==> src/rtl/obi_interconnect.sv <==
// N-master x M-slave OBI interconnect: round-robin arbitration, address-field decode,
// a single outstanding transaction, and error completion for unmapped or timed-out accesses.
module obi_interconnect #(
    parameter int unsigned NUM_MASTERS    = 2,
    parameter int unsigned NUM_SLAVES     = 4,
    parameter int unsigned ADDR_WIDTH     = 32,
    parameter int unsigned DATA_WIDTH     = 32,
    parameter int unsigned SEL_MSB        = 31,
    parameter int unsigned SEL_LSB        = 24,
    parameter logic [NUM_SLAVES*(SEL_MSB-SEL_LSB+1)-1:0] SLAVE_BASES = {8'hF, 8'hE, 8'hA, 8'h0},
    parameter int unsigned TIMEOUT_CYCLES = 255
) (
    input  logic                                clk_i,
    input  logic                                rst_ni,
    input  logic [NUM_MASTERS-1:0]              m_req_i,
    output logic [NUM_MASTERS-1:0]              m_gnt_o,
    input  logic [NUM_MASTERS*ADDR_WIDTH-1:0]   m_addr_i,
    input  logic [NUM_MASTERS-1:0]              m_we_i,
    input  logic [NUM_MASTERS*DATA_WIDTH/8-1:0] m_be_i,
    input  logic [NUM_MASTERS*DATA_WIDTH-1:0]   m_wdata_i,
    output logic [NUM_MASTERS-1:0]              m_rvalid_o,
    output logic [DATA_WIDTH-1:0]               m_rdata_o,
    output logic                                m_err_o,
    output logic [NUM_SLAVES-1:0]               s_req_o,
    input  logic [NUM_SLAVES-1:0]               s_gnt_i,
    output logic [ADDR_WIDTH-1:0]               s_addr_o,
    output logic                                s_we_o,
    output logic [DATA_WIDTH/8-1:0]             s_be_o,
    output logic [DATA_WIDTH-1:0]               s_wdata_o,
    input  logic [NUM_SLAVES-1:0]               s_rvalid_i,
    input  logic [NUM_SLAVES*DATA_WIDTH-1:0]    s_rdata_i,
    output logic                                busy_o
);

    localparam int unsigned BW  = DATA_WIDTH / 8;
    localparam int unsigned SW  = SEL_MSB - SEL_LSB + 1;
    localparam int unsigned MW  = (NUM_MASTERS > 1) ? $clog2(NUM_MASTERS) : 1;
    localparam int unsigned SLW = (NUM_SLAVES > 1) ? $clog2(NUM_SLAVES) : 1;
    localparam int unsigned CW  = $clog2(TIMEOUT_CYCLES + 2);

    typedef enum logic [1:0] {
        IDLE,
        ADDR,
        RESP,
        ERR
    } state_t;

    state_t          state, state_next;
    logic [MW-1:0]   owner, last_grant, pick;
    logic [SLW-1:0]  sel, dec_sel;
    logic [CW-1:0]   cnt;
    logic            dec_hit, found, timeout;
    int unsigned     idx;

    logic [ADDR_WIDTH-1:0] m_addr  [NUM_MASTERS];
    logic [BW-1:0]         m_be    [NUM_MASTERS];
    logic [DATA_WIDTH-1:0] m_wdata [NUM_MASTERS];
    logic [DATA_WIDTH-1:0] s_rdata [NUM_SLAVES];

    always_comb begin
        for (int unsigned i = 0; i < NUM_MASTERS; i++) begin
            m_addr[i]  = m_addr_i[i*ADDR_WIDTH +: ADDR_WIDTH];
            m_be[i]    = m_be_i[i*BW +: BW];
            m_wdata[i] = m_wdata_i[i*DATA_WIDTH +: DATA_WIDTH];
        end
        for (int unsigned s = 0; s < NUM_SLAVES; s++) begin
            s_rdata[s] = s_rdata_i[s*DATA_WIDTH +: DATA_WIDTH];
        end
    end

    // Search starts one past the last completed owner, wrapping around.
    always_comb begin
        pick  = last_grant;
        found = 1'b0;
        idx   = 0;
        for (int unsigned k = 1; k <= NUM_MASTERS; k++) begin
            idx = (32'(last_grant) + k) % NUM_MASTERS;
            if (!found && m_req_i[MW'(idx)]) begin
                found = 1'b1;
                pick  = MW'(idx);
            end
        end
    end

    always_comb begin
        dec_hit = 1'b0;
        dec_sel = '0;
        for (int unsigned s = 0; s < NUM_SLAVES; s++) begin
            if (!dec_hit && m_addr[pick][SEL_MSB:SEL_LSB] == SLAVE_BASES[s*SW +: SW]) begin
                dec_hit = 1'b1;
                dec_sel = SLW'(s);
            end
        end
    end

    assign timeout = (TIMEOUT_CYCLES != 0) && (cnt == CW'(TIMEOUT_CYCLES));

    always_comb begin
        state_next = state;
        m_gnt_o    = '0;
        m_rvalid_o = '0;
        m_rdata_o  = '0;
        m_err_o    = 1'b0;
        s_req_o    = '0;
        s_addr_o   = '0;
        s_we_o     = 1'b0;
        s_be_o     = '0;
        s_wdata_o  = '0;
        busy_o     = (state != IDLE);
        case (state)
            IDLE: begin
                if (|m_req_i) state_next = dec_hit ? ADDR : ERR;
            end
            ADDR: begin
                s_req_o[sel]   = m_req_i[owner];
                s_addr_o       = m_addr[owner];
                s_we_o         = m_we_i[owner];
                s_be_o         = m_be[owner];
                s_wdata_o      = m_wdata[owner];
                m_gnt_o[owner] = s_gnt_i[sel];
                if (m_req_i[owner] && s_gnt_i[sel]) state_next = RESP;
                else if (!m_req_i[owner])           state_next = IDLE;
            end
            RESP: begin
                if (s_rvalid_i[sel]) begin
                    m_rvalid_o[owner] = 1'b1;
                    m_rdata_o         = s_rdata[sel];
                    state_next        = IDLE;
                end else if (timeout) begin
                    m_rvalid_o[owner] = 1'b1;
                    m_err_o           = 1'b1;
                    state_next        = IDLE;
                end else begin
                    m_rdata_o = s_rdata[sel];
                end
            end
            ERR: begin
                // The counter doubles as the grant/response phase marker here.
                if (cnt == '0) begin
                    m_gnt_o[owner] = 1'b1;
                end else begin
                    m_rvalid_o[owner] = 1'b1;
                    m_err_o           = 1'b1;
                    state_next        = IDLE;
                end
            end
            default: state_next = IDLE;
        endcase
    end

    always_ff @(posedge clk_i or negedge rst_ni) begin
        if (!rst_ni) begin
            state      <= IDLE;
            owner      <= '0;
            sel        <= '0;
            last_grant <= MW'(NUM_MASTERS - 1);
            cnt        <= '0;
        end else begin
            state <= state_next;
            case (state)
                IDLE: begin
                    if (|m_req_i) begin
                        owner <= pick;
                        sel   <= dec_sel;
                        cnt   <= '0;
                    end
                end
                ADDR: cnt <= '0;
                RESP: begin
                    if (state_next == IDLE) last_grant <= owner;
                    if (cnt != CW'(TIMEOUT_CYCLES)) cnt <= cnt + CW'(1);
                end
                ERR: begin
                    cnt <= CW'(1);
                    if (state_next == IDLE) last_grant <= owner;
                end
                default: ;
            endcase
        end
    end

endmodule

==> config.mk <==
export PLATFORM = sky130hd
export DESIGN_NAME = obi_interconnect
export DESIGN_NICKNAME = d
export VERILOG_FILES = /design/src/rtl/obi_interconnect.sv
export SDC_FILE = /design/constraint.sdc
export NUM_CORES = 1
export LEC_CHECK = 0
export ABC_AREA = 1
export ABC_CLOCK_PERIOD_IN_PS = 2000
export BUFFER_PORTS_ARGS = -buffer_cell sky130_fd_sc_hd__buf_4
export CAP_MARGIN = 40
export CORE_AREA = 2 2 153 155
export CTS_CLUSTER_SIZE = 8
export DETAILED_ROUTE_END_ITERATION = 7
export DIE_AREA = 0 0 155 157
export GPL_TIMING_DRIVEN = 0
export HOLD_SLACK_MARGIN = 0.03
export PLACE_DENSITY = 0.38
export REMOVE_ABC_BUFFERS = 1
export SETUP_SLACK_MARGIN = 0.15
export SLEW_MARGIN = 20
export SYNTH_ARGS = -nofsm -noshare
export SYNTH_HDL_FRONTEND = slang
export SYNTH_SLANG_ARGS = --single-unit
==> constraint.sdc <==
create_clock -name clk_i -period 2 [get_ports clk_i]
set_input_delay 0.4 -clock clk_i [delete_from_list [all_inputs] [get_ports clk_i]]
set_output_delay 0.4 -clock clk_i [all_outputs]
set_load 0.05 [all_outputs]
Yosys cells after proc, flatten, opt, wreduce, memory -nomap -nowiden --
Cells that the tools add are included.
Word-level totals: word-level logic and storage cells 123, output and inout bits 111, memory bits (read-only) 0, input bits 278, memories kept 0, register bits 15, bits in writable memories 0, latch bits 0
Cells by class: bitwise gates (word level) 5, shifts and indexed selects 0, muxes and demuxes 70, equal/unequal tests 10, add/sub/neg operators 3, magnitude comparators 9, reduce and logical (&&, ||, !) cells 21, divide/modulo/power cells 0, $mul 0
Operators with widths (count):
- two-way mux 32 bit | 16
- binary-select mux 32 bit (select 2 bit) | 1
- one-hot mux 9 bit (4 select lines) | 1
- two-way mux 2 bit | 13
- == test 8 x 4 -> 1 bit, second input constant | 3
- two-way mux 1 bit | 24
- two-way mux 4 bit | 5
- two-way mux 9 bit | 2
- adder 9 x 1 -> 9 bit, second input constant | 1
- == test 9 x 8 -> 1 bit, second input constant | 1
- zero test 9 bit | 1
- != test 9 x 8 -> 1 bit, second input constant | 1
- zero test 8 bit | 1
- one-hot mux 2 bit (2 select lines) | 2
- one-hot mux 2 bit (4 select lines) | 1
- logical AND 1 bit | 7
- < comparator 1 x 2 -> 1 bit, second input constant | 3
- AND reduction 2 bit | 3
- bitwise AND 4 bit | 1
- binary-select mux 1 bit (select 2 bit) | 2
- == test 2 bit, second input constant | 2
- >= comparator 2 bit, second input constant | 2
- zero test 1 bit | 4
- zero test 2 bit | 2
- 15 further kinds | 19

Depth between registers and ports, before layout --
depth in word-level cells 27, depth in mapped cells 13

Worst setup path after synthesis --
Ideal clock, no wire load.
path type register to output, from register cnt[0], to output port m_rdata_o[10], arrival 2635 ps, stages on the path, launching flop included 10, setup slack -1035 ps, buffers on the path 0, cell sequence dfrtp_1 ha_1 nand2_1 nor3_1 nand2_1 nor2_1 ha_1 nand2_4 inv_4 nor4_1
On the way: longest elaborated chain between the ends 4
RTL lines:
- from (decl) | RTL line 51 | logic [CW-1:0] cnt;
- from (signal assigned) | RTL line 171 | if (cnt != CW'(TIMEOUT_CYCLES)) cnt <= cnt + CW'(1);
- == test 9 x 8 -> 1 bit | RTL line 96 | assign timeout = (TIMEOUT_CYCLES != 0) && (cnt == CW'(TIMEOUT_CYCLES));
- two-way mux 32 bit | RTL line 129 | end else if (timeout) begin
- two-way mux 32 bit | RTL line 125 | if (s_rvalid_i[sel]) begin
- two-way mux 32 bit | RTL line 110 | case (state)
- to (decl) | RTL line 22 | output logic [DATA_WIDTH-1:0] m_rdata_o,
No other way between the ends.

Worst setup path after layout --
from register cnt[1], to output port m_rdata_o[29]
Same word-level chain as after synthesis.

==> run metrics <==
gr usage total 20.3%; startpoint types flip-flop; Synth area leader nand2_1; most common cell in the netlist nand2_1; Synth area leaders nand2_1, a21oi_1, dfrtp_1; Logic pwr share 93.1%; Hold/Removal Path Class flip-flop to flip-flop; FF-to-FF setup slack -390 ps; Final min period 2430 ps; PortBufs 388; die width 155 um; Avg Inst Size Synth 5.37 um2; die height 157 um; RePlAce Congestion 0.743; fin crit share 122%; Site Rows 55; Fin Hold WS 508 ps; gr ovfl total 0; Filler cells 2,293; Critical Path RT 1600 ps; initial antenna violation count 0; list of most frequent post-synthesis cells nand2_1, nor2_1, a21oi_1, inv_1, o21ai_0; P_leak 4.54 nW; Post-DRT Antenna Nets 0; dpl cell area 0.00621 mm2; unrepaired setup endpoints after global routing true; failing checks setup timing; drt wl/cell 20.7 um; Warnings, synthesis 0; CP most frequent cell ha_4; Layout area overhead 221%; Sum Neg Setup Slack -19,800 ps; Critical R2R Launch cnt[1]$_DFFE_PN0P_; Worst slew margin 46.2%; largest net degree at the start of global routing 34; H-tree levels 1; Int Pwr 5.44 mW; Slowest Stage Delay on Critical Path 410 ps; initial DRC count 144; Final Hold Fails 0; Setup CP Type flip-flop to primary output; Clk pwr share 3.3%; cells on worst reg2reg path 16; sw frac 57.3%; f_max 411 MHz; first-pass GRT wire length 37.2 mm; vias per cell 4.52; CTS buffer count 3; #FFs+latches synth 15; DP Worst Slack -657 ps; n_diodes 0; hpwl dp 17.3 mm; Clock transition at path regs 60 ps; Crit-path slowest cell dfrtp_1; Top Ports 389; Clock Latency Late Sink 250 ps; CTS tree done; Mapped Area 0.00309 mm2; peak supply drop 617 uV; number of global-route vias before repair 5,927; Reg2Reg Capture Point cnt[0]$_DFFE_PN0P_; register area share after synthesis 12.2%; DRT Pass-1 Iters 4; overall power 12.7 mW; Initial Util 13.7%; Cells after Synth 575; Final #Nets 1,310; die area 0.0243 mm2; final std cells w/o fill 1,313; clk root buf clkbuf_16; fin. max-slew vios 0; vias 5,940; Worst Min Path Start last_grant$_DFFE_PN1P_; worst hold path depth 2; Unique masters post-synth 33; sequential share of power 3.7%; worst hold path endpoint last_grant$_DFFE_PN1P_; Synth top area share 21.7%; Routed WL 27.1 mm; CTS max path bufs 2; Power Dens Cells 1280 mW/mm2; CP cell instances ha_4 -> nand2_4 -> nor3_4 -> nand2_2 -> nor2_4 -> ha_4 -> nand2_8 -> inv_16 -> nor4_1 -> buf_4; setup skew after layout 8.64 ps; PnR worst setup slack -434 ps; Setup Viol. Count Final 117; final core occ 44.1%; dpl cells 1,209; ys flop type dfrtp_1; Clock Sinks 15; Async SR Flop Fraction 100%; Placeable Area 0.0225 mm2; Max Cap Viol 0; fin area 0.00993 mm2; Worst-Margin Slew 799 ps; Residual DRC 0; layout cells sized above 1 73.8%; Crit. End Element primary output; number of enable flip-flop cells after synthesis 0; status finished, violations left; P_sw 7.30 mW; Worst EP arrival 2030 ps; Worst Path Max Fanout 13
[power by group through the flow]
stage | registers [mW] | logic (mW) | clock network (mW)
2_1_floorplan | 0.557 | 4.02 | 0
3_3_place_gp | 0.674 | 6.32 | 0
3_5_place_dp | 0.527 | 6.41 | 0
4_1_cts | 0.462 | 10.7 | 0.416
5_1_grt | 0.479 | 12.3 | 0.437
6_report | 0.468 | 11.9 | 0.415
[logic make-up after synthesis]
group	Yosys count	synth area share, %
xor gates and xnor gates	1	0.283
DFF	15	12.2
and+or+nand+nor	308	45.4
AOI/OAI and AO/OA	158	28.4
adders and majority gates	3	1.21
buffers and inverters	90	12.5
[metal layers]
| metal | vias up | share of wire (%) | wire (um) | global-route usage [%] |
|---|---|---|---|---|
| li1 | 2856 | - | - | - |
| met1 | 2804 | 35 | 9500 | 20.5 |
| met2 | 254 | 54 | 14700 | 40.7 |
| met3 | 26 | 7.9 | 2140 | 5.86 |
| met4 | 0 | 2.7 | 733 | 4.67 |
| met5 | - | 0 | 0 | 0 |
[final cells by class]
type | instances | area (um2) | share of cell area [%]
Timing Repair Buffer | 473 | 4620 | 46.5
Inverter | 50 | 253 | 2.55
Timing Repair inverter | 8 | 156 | 1.57
Multi-Input combinational cell | 478 | 4080 | 41.1
Sequential cell | 15 | 388 | 3.91
Tap cell | 285 | 357 | 3.59
Clock inverter | 1 | 7.51 | 0.0756
Clock buffer | 3 | 75.1 | 0.756
[critical path: cells and delay by family (launching register included)]
kind / cells / cell delay, ps
flops: 1 / 410
fa+ha+maj: 2 / 370
simple gates: 6 / 650
buf+inv: 2 / 340
[flip-flops by register name, indices dropped and copies added (netlist names)]
register	cells
state	2
last_grant	1
sel	2
owner	1
cnt	9
[worst max-delay path by stage]
stage	start	endpoint	slack [ps]	depth (start not counted)
floorplan	owner$_DFFE_PN0P_	m_gnt_o[1]	-1860	2
global placement	owner$_DFFE_PN0P_	s_req_o[2]	-4030	6
detailed placement	sel[0]$_DFFE_PN0P_	m_gnt_o[1]	-660	5
CTS	cnt[1]$_DFFE_PN0P_	m_rdata_o[13]	-440	10
global route	cnt[1]$_DFFE_PN0P_	cnt[5]$_DFFE_PN0P_	-570	17
finish	cnt[1]$_DFFE_PN0P_	m_rdata_o[29]	-430	10
[cell usage in the layout (no fill, tap or decap), types with 28 or more instances in the layout]
| cell | n |
|---|---|
| o22ai_1 | 28 |
| a21oi_2 | 29 |
| nand2_4 | 63 |
| o21ai_0 | 29 |
| nand2_2 | 44 |
| a21oi_4 | 44 |
| inv_1 | 35 |
| nor2_1 | 66 |
| buf_8 | 29 |
| buf_6 | 80 |
| nand2_1 | 72 |
| buf_4 | 327 |
[repair_timing]
item / in CTS / in global routing
hold buffers: 1 / 0
hold endpoints to repair: 14 / 0
gates cloned: 24 / 1
buffers inserted: 52 / 22
pin swaps: 82 / 60
endpoints found under the setup margin: 122 / 124
resized for setup: 441 / 168
Power figures use the tool's default switching activity.
